File: src/rtl/pipe_pkg.sv
// Shared pipeline definitions: exception codes, flush target, D/E lane map,
// and the per-stage control record.
package pipe_pkg;

    localparam int unsigned EXC_W = 5;

    // Exception codes (MIPS Cause.ExcCode encoding); 0 means no exception.
    localparam logic [EXC_W-1:0] EXC_NONE = 5'd0;
    localparam logic [EXC_W-1:0] EXC_ADEL = 5'd4;
    localparam logic [EXC_W-1:0] EXC_ADES = 5'd5;
    localparam logic [EXC_W-1:0] EXC_SYS  = 5'd8;
    localparam logic [EXC_W-1:0] EXC_BP   = 5'd9;
    localparam logic [EXC_W-1:0] EXC_RI   = 5'd10;
    localparam logic [EXC_W-1:0] EXC_OV   = 5'd12;

    // Exception handler entry, loaded into the PC on flush.
    localparam logic [31:0] FLUSH_PC = 32'h0000_4180;

    // Lane assignment for the decode/execute boundary.
    localparam int unsigned LANE_V1  = 0;
    localparam int unsigned LANE_V2  = 1;
    localparam int unsigned LANE_EXT = 2;
    localparam int unsigned LANE_PC8 = 3;

    typedef struct packed {
        logic [31:0]      pc;
        logic [31:0]      instr;
        logic [EXC_W-1:0] exc;
        logic             bd;
        logic             bj;
    } stage_ctrl_t;

endpackage

File: src/rtl/sat_counter.sv
// Saturating up-counter with synchronous clear; clear wins over increment.
module sat_counter #(
    parameter int unsigned WIDTH = 4
) (
    input  logic             clk,
    input  logic             reset,
    input  logic             clr,
    input  logic             inc,
    output logic [WIDTH-1:0] cnt
);

    localparam logic [WIDTH-1:0] CntMax = '1;

    logic [WIDTH-1:0] cnt_q, cnt_d;

    // Next count: clear, saturating increment, or hold.
    always_comb begin
        cnt_d = cnt_q;
        if (clr) begin
            cnt_d = '0;
        end else if (inc && (cnt_q != CntMax)) begin
            cnt_d = cnt_q + 1'b1;
        end
    end

    // Count register with synchronous reset.
    always_ff @(posedge clk) begin
        if (reset) begin
            cnt_q <= '0;
        end else begin
            cnt_q <= cnt_d;
        end
    end

    assign cnt = cnt_q;

endmodule

File: src/rtl/pipe_stage_reg.sv
// Pipeline stage boundary register with stall, bubble, flush, valid bit and
// consecutive-stall counter. Priority: reset > flush > stall > bubble > load.
// Define PIPE_STAGE_PERF_CNT_EN to build the bubble/flush event counters;
// otherwise those ports read constant 0.
module pipe_stage_reg
    import pipe_pkg::*;
#(
    parameter int unsigned NUM_LANES  = 4,
    parameter int unsigned EXC_W      = pipe_pkg::EXC_W,
    parameter logic [31:0] FLUSH_PC   = pipe_pkg::FLUSH_PC,
    parameter int unsigned HOLD_CNT_W = 4
) (
    input  logic                    clk,
    input  logic                    reset,
    input  logic                    i_stall,
    input  logic                    i_bubble,
    input  logic                    i_flush,
    input  logic                    i_valid,
    input  logic [31:0]             i_pc,
    input  logic [31:0]             i_instr,
    input  logic [NUM_LANES*32-1:0] i_data,
    input  logic [EXC_W-1:0]        i_exc,
    input  logic                    i_bd,
    input  logic                    i_bj,
    output logic                    o_valid,
    output logic [31:0]             o_pc,
    output logic [31:0]             o_instr,
    output logic [NUM_LANES*32-1:0] o_data,
    output logic [EXC_W-1:0]        o_exc,
    output logic                    o_bd,
    output logic                    o_bj,
    output logic [HOLD_CNT_W-1:0]   o_hold_cnt,
    output logic [31:0]             o_bubble_cnt,
    output logic [31:0]             o_flush_cnt
);

    localparam int unsigned DataW = NUM_LANES * 32;

    logic             valid_q, valid_d;
    logic [31:0]      pc_q, pc_d;
    logic [31:0]      instr_q, instr_d;
    logic [DataW-1:0] data_q, data_d;
    logic [EXC_W-1:0] exc_q, exc_d;
    logic             bd_q, bd_d;
    logic             bj_q, bj_d;

    // Payload next-state; defaults hold, which is exactly the stall behaviour.
    always_comb begin
        valid_d = valid_q;
        pc_d    = pc_q;
        instr_d = instr_q;
        data_d  = data_q;
        exc_d   = exc_q;
        bd_d    = bd_q;
        bj_d    = bj_q;
        if (i_flush) begin
            valid_d = 1'b0;
            pc_d    = FLUSH_PC;
            instr_d = '0;
            data_d  = '0;
            exc_d   = '0;
            bd_d    = 1'b0;
            bj_d    = 1'b0;
        end else if (!i_stall) begin
            if (i_bubble) begin
                // Keep PC/BD so an interrupt on the bubble reports a correct EPC.
                valid_d = 1'b0;
                pc_d    = i_pc;
                instr_d = '0;
                data_d  = '0;
                exc_d   = '0;
                bd_d    = i_bd;
                bj_d    = 1'b0;
            end else begin
                valid_d = i_valid;
                pc_d    = i_pc;
                instr_d = i_instr;
                data_d  = i_data;
                exc_d   = i_exc;
                bd_d    = i_bd;
                bj_d    = i_bj;
            end
        end
    end

    // Payload registers with synchronous reset.
    always_ff @(posedge clk) begin
        if (reset) begin
            valid_q <= 1'b0;
            pc_q    <= '0;
            instr_q <= '0;
            data_q  <= '0;
            exc_q   <= '0;
            bd_q    <= 1'b0;
            bj_q    <= 1'b0;
        end else begin
            valid_q <= valid_d;
            pc_q    <= pc_d;
            instr_q <= instr_d;
            data_q  <= data_d;
            exc_q   <= exc_d;
            bd_q    <= bd_d;
            bj_q    <= bj_d;
        end
    end

    assign o_valid = valid_q;
    assign o_pc    = pc_q;
    assign o_instr = instr_q;
    assign o_data  = data_q;
    assign o_exc   = exc_q;
    assign o_bd    = bd_q;
    assign o_bj    = bj_q;

    // Counts only while stalled; any flush or non-stall cycle restarts it.
    logic hold_clr;
    assign hold_clr = i_flush | ~i_stall;

    sat_counter #(
        .WIDTH (HOLD_CNT_W)
    ) u_hold_cnt (
        .clk   (clk),
        .reset (reset),
        .clr   (hold_clr),
        .inc   (i_stall),
        .cnt   (o_hold_cnt)
    );

`ifdef PIPE_STAGE_PERF_CNT_EN
    logic [31:0] bubble_cnt_q;
    logic [31:0] flush_cnt_q;
    logic        bubble_taken;

    assign bubble_taken = i_bubble & ~i_stall & ~i_flush;

    // Free-running wrap counters of bubbles and flushes actually taken.
    always_ff @(posedge clk) begin
        if (reset) begin
            bubble_cnt_q <= '0;
            flush_cnt_q  <= '0;
        end else begin
            if (bubble_taken) begin
                bubble_cnt_q <= bubble_cnt_q + 32'd1;
            end
            if (i_flush) begin
                flush_cnt_q <= flush_cnt_q + 32'd1;
            end
        end
    end

    assign o_bubble_cnt = bubble_cnt_q;
    assign o_flush_cnt  = flush_cnt_q;
`else
    assign o_bubble_cnt = '0;
    assign o_flush_cnt  = '0;
`endif

endmodule

File: config.mk
export PLATFORM = sky130hd
export DESIGN_NAME = pipe_stage_reg
export DESIGN_NICKNAME = d
export VERILOG_FILES = /design/src/rtl/pipe_pkg.sv /design/src/rtl/sat_counter.sv /design/src/rtl/pipe_stage_reg.sv
export SDC_FILE = /design/constraint.sdc
export NUM_CORES = 1
export LEC_CHECK = 0
export ABC_AREA = 1
export CAP_MARGIN = 20
export CORE_AREA = 2 2 182 184
export DETAILED_ROUTE_END_ITERATION = 10
export DIE_AREA = 0 0 184 186
export SETUP_SLACK_MARGIN = 0.1
export SLEW_MARGIN = 5
export SYNTH_ARGS = -nofsm -noshare
export SYNTH_HDL_FRONTEND = slang
export SYNTH_SLANG_ARGS = --single-unit
File: constraint.sdc
create_clock -name clk -period 1.25 [get_ports clk]
set_input_delay 0.3125 -clock clk [delete_from_list [all_inputs] [get_ports clk]]
set_output_delay 0.3125 -clock clk [all_outputs]
set_load 0.005 [all_outputs]
==> metrics.md <==
| Metric | Value |
|---|---|
| IO Port Bufs | between 400 and 500 |
| YS warnings | 0 |
| Clock Sinks | between 200 and 250 |
| Sequential share of the synthesized area | a little under three fifths |
| Nets | about 1400 |
| Max VDD drop | 0.903 mV |
| Setup Viol. Count Final | 192 |
| Largest net degree at the start of global routing | between 50 and 60 |
| Routability cong. | just under 0.8 |
| DR WL/cell | 16.3 um |
| Die Wd | between 150 and 200 um |
| Iter 0 DRT Violations | roughly 300 |
| Fillers | around 3200 |
| RSZ-0062 raised after global routing | true |
| Dpl cells | about 1600 |
| Crit path max-delay family | flip-flops |
| Die area | 34200 sq um |
| DR pass1 iterations | 6 |
| Final TNS setup | -1.93 ns |
| Mapped cell area | between 7000 and 8000 sq um |
| Layout area overhead | 76.9% |
| Period utilisation layout | 104% |
| Critical R2R Launch | u_hold_cnt.cnt[1]$_SDFFE_PP0P_ |
| Crit path time final | 1.30 ns |
| Synth cell types | 18 |
| Worst setup path start | o_data[56]$_SDFFE_PP0N_ |
| Most common cell after layout, fill and taps aside | clkdlybuf4s50_1 |
| Latest clock arrival within the worst-skew pair | between 0.5 and 0.6 ns |
| Avg Inst Size Synth | 9.21 sq um |
| Min Hold Slack | about 0.24 ns |
| First-pass GRT wire length | 38.8 mm |
| Power Total | roughly 15000 uW |
| CTS Hold Bufs | 0 |
| Max Freq | ~770 MHz |
| CP required | approximately 0.94 ns |
| Total CTS buffers | 24 |
| Detail Route Antenna Nets | 0 |
| Global Route Usage Sum | 14.4% |
| Remaining DRCs | 0 |
| Arr. time, crit path | a little under 1 ns |
| Starting Density | 22.9% |
| Clk buf depth | 3 |
| Height of the die | around 190 um |
| Clock Tree Root | clkbuf_16 |
| Ant. Diodes | 0 |
| I/O pin total | between 400 and 500 |
| Slew Viols, Final | 0 |
| Worst-path clk slew | ~0.060 ns |
| Dpl hpwl | slightly below 20 mm |
| Remaining Overflow, GRT | 0 |
| Vias per cell | between 4 and 5 |
| Share of cells above drive strength 1 | 41.3% |
| Critical path, cell by cell | buf_6 |
| Hold Path Class | primary input to register |
| Dpl cell area | 11800 sq um |
| Max Cap Violations | 0 |
| Skew final | 0.00297 ns |
| Failing checks | negative setup slack |
| H-tree level count | 1 |
| WL final | 27.0 mm |
| LEAKAGE | ~0.0055 uW |
| CP Class | register to primary output |
| Crit path max fanout | 2 |
| Critical path's slowest cell | dfxtp_4 |
| Nature of the critical path startpoint | register |
| Number of global-route vias before repair | a little under 7000 |
| Hold violation count in the final report | 0 |
| Final WS setup | -0.0500 ns |
| Core area | between 30000 and 40000 sq um |
| Total power divided by cell area | approximately 1200 nW/um^2 |
| Antenna violations before repair | 0 |
| Finished Layout Cells | approximately 1700 |
| Synth Register Bits | around 200 |
| CTS tree | done |
| Post-route cell area | 13100 sq um |
| CP Capture Type | primary output |
| Most frequent cells in the layout | 202 x clkdlybuf4s50_1, 199 x dfxtp_2, 175 x nor2_1 |
| Row cnt | between 60 and 70 |
| Largest stage delay, worst path | 0.36 ns |
| Worst hold start | i_stall |
| Status | finished with violations |
| Worst Path Buf+Inv | 1 |
| Post-synthesis cell count | about 800 |
| DR vias | just over 7000 |
sequential cells by signal, indices dropped and copies added (netlist names):
register / count
o_exc: 5
u_hold_cnt.cnt: 4
o_instr: 32
o_bj: 1
o_bd: 1
o_valid: 1
o_pc: 32
o_data: 128
layout make-up:
class	count	area (sq um)	share of cell area, %
inverter	9	41.3	0.316
timing repair buffer	474	4700	36.0
clock buffer	38	724	5.55
multi-input combinational	522	2700	20.6
clock inverter	5	28.8	0.220
tap	408	510	3.91
sequential	204	4350	33.3
power breakdown:
part	switching [uW]	internal [uW]	total (uW)
Sequential	98.9	6670	6770
Combinational	744	1100	1850
Clock	2730	3960	6690
logic make-up after synthesis:
family / Yosys count / share of synthesized area, %
DFF: 204 / 55.4
adders and majority gates: 1 / 0.170
buffers and inverters: 138 / 11.8
AOI/OAI and AO/OA: 201 / 19.3
and+or+nand+nor: 256 / 13.3
other: 1 / 0.0508
per-layer routing:
layer | share of wire [%] | vias up | GRT usage, % | wire length [um]
met3 | 6.4 | 48 | 3.52 | 1740
met4 | 3.4 | 0 | 5.31 | 929
met1 | 39 | 3368 | 17.0 | 10500
met2 | 51 | 260 | 25.2 | 13800
met5 | 0 | - | 0 | 0
li1 | - | 3479 | - | -
worst paths after layout:
check / end / slack (ns) / cells after the start
hold / removal: o_pc[28]$_SDFFE_PP0N_ / 0.24 / 4
setup reg to reg: u_hold_cnt.cnt[3]$_SDFFE_PP0P_ / 0.19 / 7
hold reg to reg: o_pc[5]$_SDFFE_PP0N_ / 0.46 / 2
setup / recovery: o_data[56] / -0.05 / 1
cells in the mapped netlist:
library cell / instances / area share (%)
nand3_1: 5 / 0.34
o21ai_0: 1 / 0.068
buf_2: 28 / 1.9
buf_4: 80 / 8.1
clkbuf_1: 19 / 0.97
nor2_1: 176 / 9.0
inv_1: 7 / 0.36
a22oi_1: 167 / 17
inv_2: 2 / 0.10
o211ai_1: 1 / 0.10
nor2_8: 1 / 0.27
a21oi_1: 31 / 2.1
dfxtp_1: 204 / 55
o21ai_1: 1 / 0.068
buf_6: 2 / 0.31
nand2_1: 74 / 3.8
ha_1: 1 / 0.17
conb_1: 1 / 0.051
repair_timing:
action                                   CTS  global route
setup buffers                             22             6
cloned                                     0             1
endpoints found under the setup margin   207           306
pin swaps                                  1             5
resized for setup                       1143            44
through the flow:
| step | utilization (%) | setup WS [ns] |
|---|---|---|
| floorplan | - | 0.140 |
| global placement | 36.7 | -0.451 |
| detailed placement | 36.7 | -0.446 |
| CTS | 39.5 | -0.0887 |
| global route | 40.5 | -0.0919 |
| finish | 40.5 | -0.0500 |
Note: power is estimated with default switching activity, not from simulation.
